[src/rtl/mem_pkg.sv]
// mem_pkg: shared state type and direction encodings for the memory burst master
package mem_pkg;
  typedef enum logic [1:0] {IDLE, REQ, WAIT, FIN} mem_mst_state_t;
  localparam logic MEM_WR = 1'b1;
  localparam logic MEM_RD = 1'b0;
endpackage

[src/rtl/mem_beat_ctr.sv]
// mem_beat_ctr: per-beat address/data/remaining counters, address wraps at DEPTH
module mem_beat_ctr #(
  parameter int WIDTH      = 16,
  parameter int DEPTH      = 64,
  parameter int ADDR_WIDTH = $clog2(DEPTH),
  parameter int LEN_WIDTH  = ADDR_WIDTH + 1
) (
  input  logic                  clk_i,
  input  logic                  rst_i,
  input  logic                  load_i,
  input  logic                  adv_i,
  input  logic [ADDR_WIDTH-1:0] addr_i,
  input  logic [WIDTH-1:0]      seed_i,
  input  logic [LEN_WIDTH-1:0]  len_i,
  output logic [ADDR_WIDTH-1:0] addr_o,
  output logic [WIDTH-1:0]      data_o,
  output logic [LEN_WIDTH-1:0]  rem_o
);
  logic [ADDR_WIDTH-1:0] addr_q;
  logic [WIDTH-1:0]      data_q;
  logic [LEN_WIDTH-1:0]  rem_q;
  always_ff @(posedge clk_i or posedge rst_i)
    if (rst_i) begin
      addr_q <= '0;
      data_q <= '0;
      rem_q  <= '0;
    end else if (load_i) begin
      addr_q <= addr_i;
      data_q <= seed_i;
      rem_q  <= len_i;
    end else if (adv_i) begin
      addr_q <= addr_q == ADDR_WIDTH'(DEPTH - 1) ? '0 : addr_q + ADDR_WIDTH'(1);
      data_q <= data_q + WIDTH'(1);
      rem_q  <= rem_q - LEN_WIDTH'(1);
    end
  assign addr_o = addr_q;
  assign data_o = data_q;
  assign rem_o  = rem_q;
endmodule

[src/rtl/mem_burst_master.sv]
// mem_burst_master: burst initiator for the single-port memory interface.
// One access per beat, read data streamed out with a running XOR checksum.
module mem_burst_master
  import mem_pkg::*;
#(
  parameter int WIDTH      = 16,
  parameter int DEPTH      = 64,
  parameter int ADDR_WIDTH = $clog2(DEPTH),
  parameter int LEN_WIDTH  = ADDR_WIDTH + 1,
  parameter int TIMEOUT    = 16
) (
  input  logic                  clk_i,
  input  logic                  res_i,
  input  logic                  cmd_valid_i,
  output logic                  cmd_ready_o,
  input  logic                  cmd_wr_i,
  input  logic [ADDR_WIDTH-1:0] cmd_addr_i,
  input  logic [LEN_WIDTH-1:0]  cmd_len_i,
  input  logic [WIDTH-1:0]      cmd_seed_i,
  output logic                  valid_o,
  output logic                  wr_rd_o,
  output logic [ADDR_WIDTH-1:0] addr_o,
  output logic [WIDTH-1:0]      wdata_o,
  input  logic [WIDTH-1:0]      rdata_i,
  input  logic                  ready_i,
  output logic                  rd_valid_o,
  output logic [WIDTH-1:0]      rd_data_o,
  output logic                  rd_last_o,
  output logic                  busy_o,
  output logic                  done_o,
  output logic                  err_timeout_o,
  output logic [WIDTH-1:0]      checksum_o
);
  localparam int TW = $clog2(TIMEOUT + 1);
  mem_mst_state_t        state_q, state_d;
  logic [TW-1:0]         tmo_q, tmo_d;
  logic                  wr_q, wr_d, err_q, err_d, rdv_q, rdv_d, rdl_q, rdl_d;
  logic [WIDTH-1:0]      chk_q, chk_d, rdd_q, rdd_d;
  logic                  valid_q, rdy_q, busy_q, done_q;
  logic [LEN_WIDTH-1:0]  rem;
  logic                  accept, hit, last;
  assign accept = cmd_valid_i & (state_q == IDLE);
  assign hit    = ready_i & (state_q == WAIT);
  assign last   = rem == LEN_WIDTH'(1);
  mem_beat_ctr #(
    .WIDTH(WIDTH), .DEPTH(DEPTH), .ADDR_WIDTH(ADDR_WIDTH), .LEN_WIDTH(LEN_WIDTH)
  ) u_ctr (
    .clk_i(clk_i), .rst_i(res_i), .load_i(accept), .adv_i(hit),
    .addr_i(cmd_addr_i), .seed_i(cmd_seed_i), .len_i(cmd_len_i),
    .addr_o(addr_o), .data_o(wdata_o), .rem_o(rem)
  );
  // ready outside WAIT is a stale response and never advances the burst
  always_comb begin
    state_d = state_q;
    tmo_d   = '0;
    wr_d    = wr_q;
    err_d   = err_q;
    chk_d   = chk_q;
    rdd_d   = rdd_q;
    rdv_d   = 1'b0;
    rdl_d   = 1'b0;
    case (state_q)
      IDLE: if (cmd_valid_i) begin
        state_d = cmd_len_i == '0 ? FIN : REQ;
        wr_d    = cmd_wr_i;
        err_d   = 1'b0;
        chk_d   = '0;
      end
      REQ: state_d = WAIT;
      WAIT: begin
        tmo_d = tmo_q + TW'(1);
        if (ready_i) begin
          state_d = last ? FIN : REQ;
          if (wr_q == MEM_RD) begin
            rdv_d = 1'b1;
            rdl_d = last;
            rdd_d = rdata_i;
            chk_d = chk_q ^ rdata_i;
          end
        end else if (tmo_q == TW'(TIMEOUT - 1)) begin
          state_d = FIN;
          err_d   = 1'b1;
        end
      end
      default: state_d = IDLE;
    endcase
  end
  always_ff @(posedge clk_i or posedge res_i)
    if (res_i) begin
      state_q <= IDLE;
      tmo_q   <= '0;
      wr_q    <= 1'b0;
      err_q   <= 1'b0;
      chk_q   <= '0;
      rdd_q   <= '0;
      rdv_q   <= 1'b0;
      rdl_q   <= 1'b0;
      valid_q <= 1'b0;
      rdy_q   <= 1'b1;
      busy_q  <= 1'b0;
      done_q  <= 1'b0;
    end else begin
      state_q <= state_d;
      tmo_q   <= tmo_d;
      wr_q    <= wr_d;
      err_q   <= err_d;
      chk_q   <= chk_d;
      rdd_q   <= rdd_d;
      rdv_q   <= rdv_d;
      rdl_q   <= rdl_d;
      valid_q <= state_d == REQ;
      rdy_q   <= state_d == IDLE;
      busy_q  <= state_d != IDLE;
      done_q  <= state_q == FIN;
    end
  assign valid_o       = valid_q;
  assign wr_rd_o       = wr_q;
  assign cmd_ready_o   = rdy_q;
  assign busy_o        = busy_q;
  assign done_o        = done_q;
  assign err_timeout_o = err_q;
  assign checksum_o    = chk_q;
  assign rd_valid_o    = rdv_q;
  assign rd_data_o     = rdd_q;
  assign rd_last_o     = rdl_q;
endmodule

[config.mk]
export PLATFORM = sky130hd
export DESIGN_NAME = mem_burst_master
export DESIGN_NICKNAME = d
export VERILOG_FILES = /design/src/rtl/mem_pkg.sv /design/src/rtl/mem_beat_ctr.sv /design/src/rtl/mem_burst_master.sv
export SDC_FILE = /design/constraint.sdc
export NUM_CORES = 1
export LEC_CHECK = 0
export BUFFER_PORTS_ARGS = -buffer_cell sky130_fd_sc_hd__clkbuf_2
export CAP_MARGIN = 40
export CORE_ASPECT_RATIO = 1.25
export CORE_MARGIN = 10
export CORE_UTILIZATION = 55
export CTS_CLUSTER_SIZE = 30
export DETAILED_ROUTE_END_ITERATION = 16
export HOLD_SLACK_MARGIN = 0.03
export PLACE_DENSITY = 0.94
export REMOVE_ABC_BUFFERS = 1
export SLEW_MARGIN = 10
export SYNTH_ARGS = -nofsm -noshare
export SYNTH_HDL_FRONTEND = slang
export SYNTH_SLANG_ARGS = --single-unit
[constraint.sdc]
create_clock -name clk_i -period 3.7 [get_ports clk_i]
set_clock_uncertainty 0.1 [all_clocks]
set_input_delay 0.555 -clock clk_i [delete_from_list [all_inputs] [get_ports clk_i]]
set_output_delay 0.555 -clock clk_i [all_outputs]
set_load 0.005 [all_outputs]
==> impl_metrics.ini <==
[run_status]
status = completed

[sta]
slew_viol_final = 0
min_period_over_period_pct = 68.8
final.min_clock_period_ps = 2550
layout_setup_ws_ps = 1150
max_freq_ghz = 0.393
setup_viol = 0
tightestPinTransition_ps = 753
hold_violations = 0
grt_setup_unrepaired = false
tns_ps = 0
relSlewSlack_pct = 49.6

[cells_and_area]
final_common_cell = clkbuf_2
n_antenna_cell = 0
drive_gt1_share_pct = 29.1
area_growth_syn_to_layout_pct = 21.8
nNetsFinal = 521
final_cell_mix = clkbuf_2, nand2_1, dfrtp_1, nor2_1, xor2_1
final_core_util_pct = 69.3

[place]
portBuffers = 111
dpl_worst_slack_ps = 1190
gp_congestion = 0.876
dp_hpwl_um = 6970

[route]
vias_per_cell = 5.59
drtAntennaViolNets = 0
drc_errors = 0
avgRoutedWirePerCell_um = 16.9
finalWirelength_um = 9400
first_pass_iters = 5
drt_iter0_drc = 227
vias = 3101

[clock_tree]
cts_buffers = 9
clkSinkCount = 76
cts_hold_buf = 0
cts.repair.resized = 0
htreeDepth = 3
postCtsSetupBuffers = 0
clk_pin_slew_ps = 80
cts_tree = yes
clock_path_buffers = 2
clk_latency_ps = 350
clock-root-buffer = clkbuf_8

[synthesis]
synth_area_um2 = 3530
synth_xor_area_share_pct = 5.46
synth_fa_ha_area_share_pct = 2.13
synth_area_leaders = dfrtp_1, nand2_1, xor2_1, nor2_1, a221o_1
synth_top_family_by_area = simple AND/OR/NAND/NOR gates
syn_avg_cell_area_um2 = 9.89
ys_seq_elements = 76
synthFlopType = dfrtp_1
synth_edf_count = 0
synthDistinctLibCells = 49
yosys_warnings = 0
async_reset_ff_share_pct = 100
synth_compound_area_share_pct = 12.7
seq_area_frac_synth_pct = 53.9
synth_top_cell_by_area = dfrtp_1
post_synth_and_or_nand_nor_area_fraction_pct = 22.1
syn_inst = 357
netlist.area_leader.share_pct = 53.2
synthMuxAreaShare_pct = 0

[floorplan]
die_height_um = 110
io_pins = 112
num_rows = 32
die_area_um2 = 10000
fp.coreArea_um2 = 6210
initial_core_util_pct = 56.9
chipWidth_um = 91.7

[power_and_ir_drop]
p_per_area_nw_per_um2 = 787
vdd_drop_max_mv = 0.369
power.leakage_nw = 2.23

[grt]
grt_pass1_wl_um = 15300
grt_pass1_vias = 3345
grt_max_degree = 46
antenna_found_initial = 0
gr-usage-all-layers_pct = 18.6
overflow = 0

[critical_path]
end_kind = flop
crit_required_ps = 3870
critPathArrivalTime_ps = 2710
path_max_fanout = 15
worstSetupPathType = reg -> reg
start_kind = flop

[run]
drv_cap = 0

[hold_path]
hp-class = in -> async
==> where the power goes <==
group          switching, mW  internal, mW
logic                  0.698         0.575
clock network          0.308         0.260
registers              0.357          1.19
total                   1.36          2.03
==> metrics by stage <==
step	instances	cell area, um2	power, mW	hold slack [ps]
global placement	539	4120	2.75	344
CTS	555	4300	3.40	131
detailed placement	539	4120	2.84	359
global route	555	4300	3.65	159
floorplan	339	3430	2.21	333
finish	555	4300	3.39	125
==> layout make-up <==
cell class,instances,area [um2]
clock inverter,6,40.0
inverter,7,31.3
tap,85,106
sequential,76,1900
timing repair buffer,115,586
multi-input combinational,256,1500
fill,480,1900
clock buffer,10,138
==> state kept, by name (all words and copies together) (netlist names), 2 cells and up <==
name and count:
rd_data_o 16, tmo_q 5, u_ctr.addr_o 6, u_ctr.data_o 16, state_q 2, checksum_o 16
u_ctr.rem_o 7
==> worst max-delay path, cell delays in order, from the launching register on <==
cell and delay [ps]:
dfrtp_1 630, and3b_1 690, nor2_1 360, or4_1 580, o211ai_1 100
==> routing by layer <==
metal  up-vias  track usage, %  share of wire, %
met4         0            8.41               1.6
met5         -               0                 0
li1       1463               -                 -
met1      1471            20.7                40
met2       153            31.8                48
met3        14            6.21               9.9
==> synth_stat cells (2+ instances only) <==
| master | instances |
|---|---|
| o21ai_0 | 16 |
| dfrtp_1 | 75 |
| or4_1 | 3 |
| nand2b_1 | 4 |
| buf_6 | 2 |
| a31oi_1 | 7 |
| a21oi_1 | 3 |
| nand3_1 | 10 |
| a21boi_0 | 2 |
| o31ai_1 | 2 |
| ha_1 | 6 |
| nor3_1 | 3 |
| inv_1 | 6 |
| o311ai_0 | 3 |
| a22oi_1 | 5 |
| and4_1 | 3 |
| o211ai_1 | 5 |
| and3_1 | 6 |
| nor2_1 | 37 |
| clkbuf_1 | 5 |
| buf_2 | 10 |
| nand4_1 | 6 |
| a21o_1 | 2 |
| o22ai_1 | 2 |
| and2_1 | 3 |
| a221o_1 | 8 |
| xnor2_1 | 3 |
| xor2_1 | 19 |
| nor4_1 | 5 |
| nand2_1 | 77 |
==> final timing paths <==
path	startpoint	to	slack (ps)	cells after the start
setup reg to reg	state_q[1]	u_ctr.addr_o[3]	1150	4
hold reg to reg	tmo_q[0]	tmo_q[0]	370	1
min in group clk_i	cmd_addr_i[4]	u_ctr.addr_o[4]	310	3
max in group asynchronous	res_i	rd_last_o	2570	3
hold / removal	res_i	checksum_o[15]	120	2
setup / recovery	state_q[1]	u_ctr.addr_o[3]	1150	4
==> logic make-up after synthesis <==
| logic type | Yosys count |
|---|---|
| simple gates | 165 |
| flops | 76 |
| compound gates | 63 |
| buf+inv | 25 |
| xor+xnor | 22 |
| fa+ha+maj | 6 |
(Power assumes the default switching activity.)
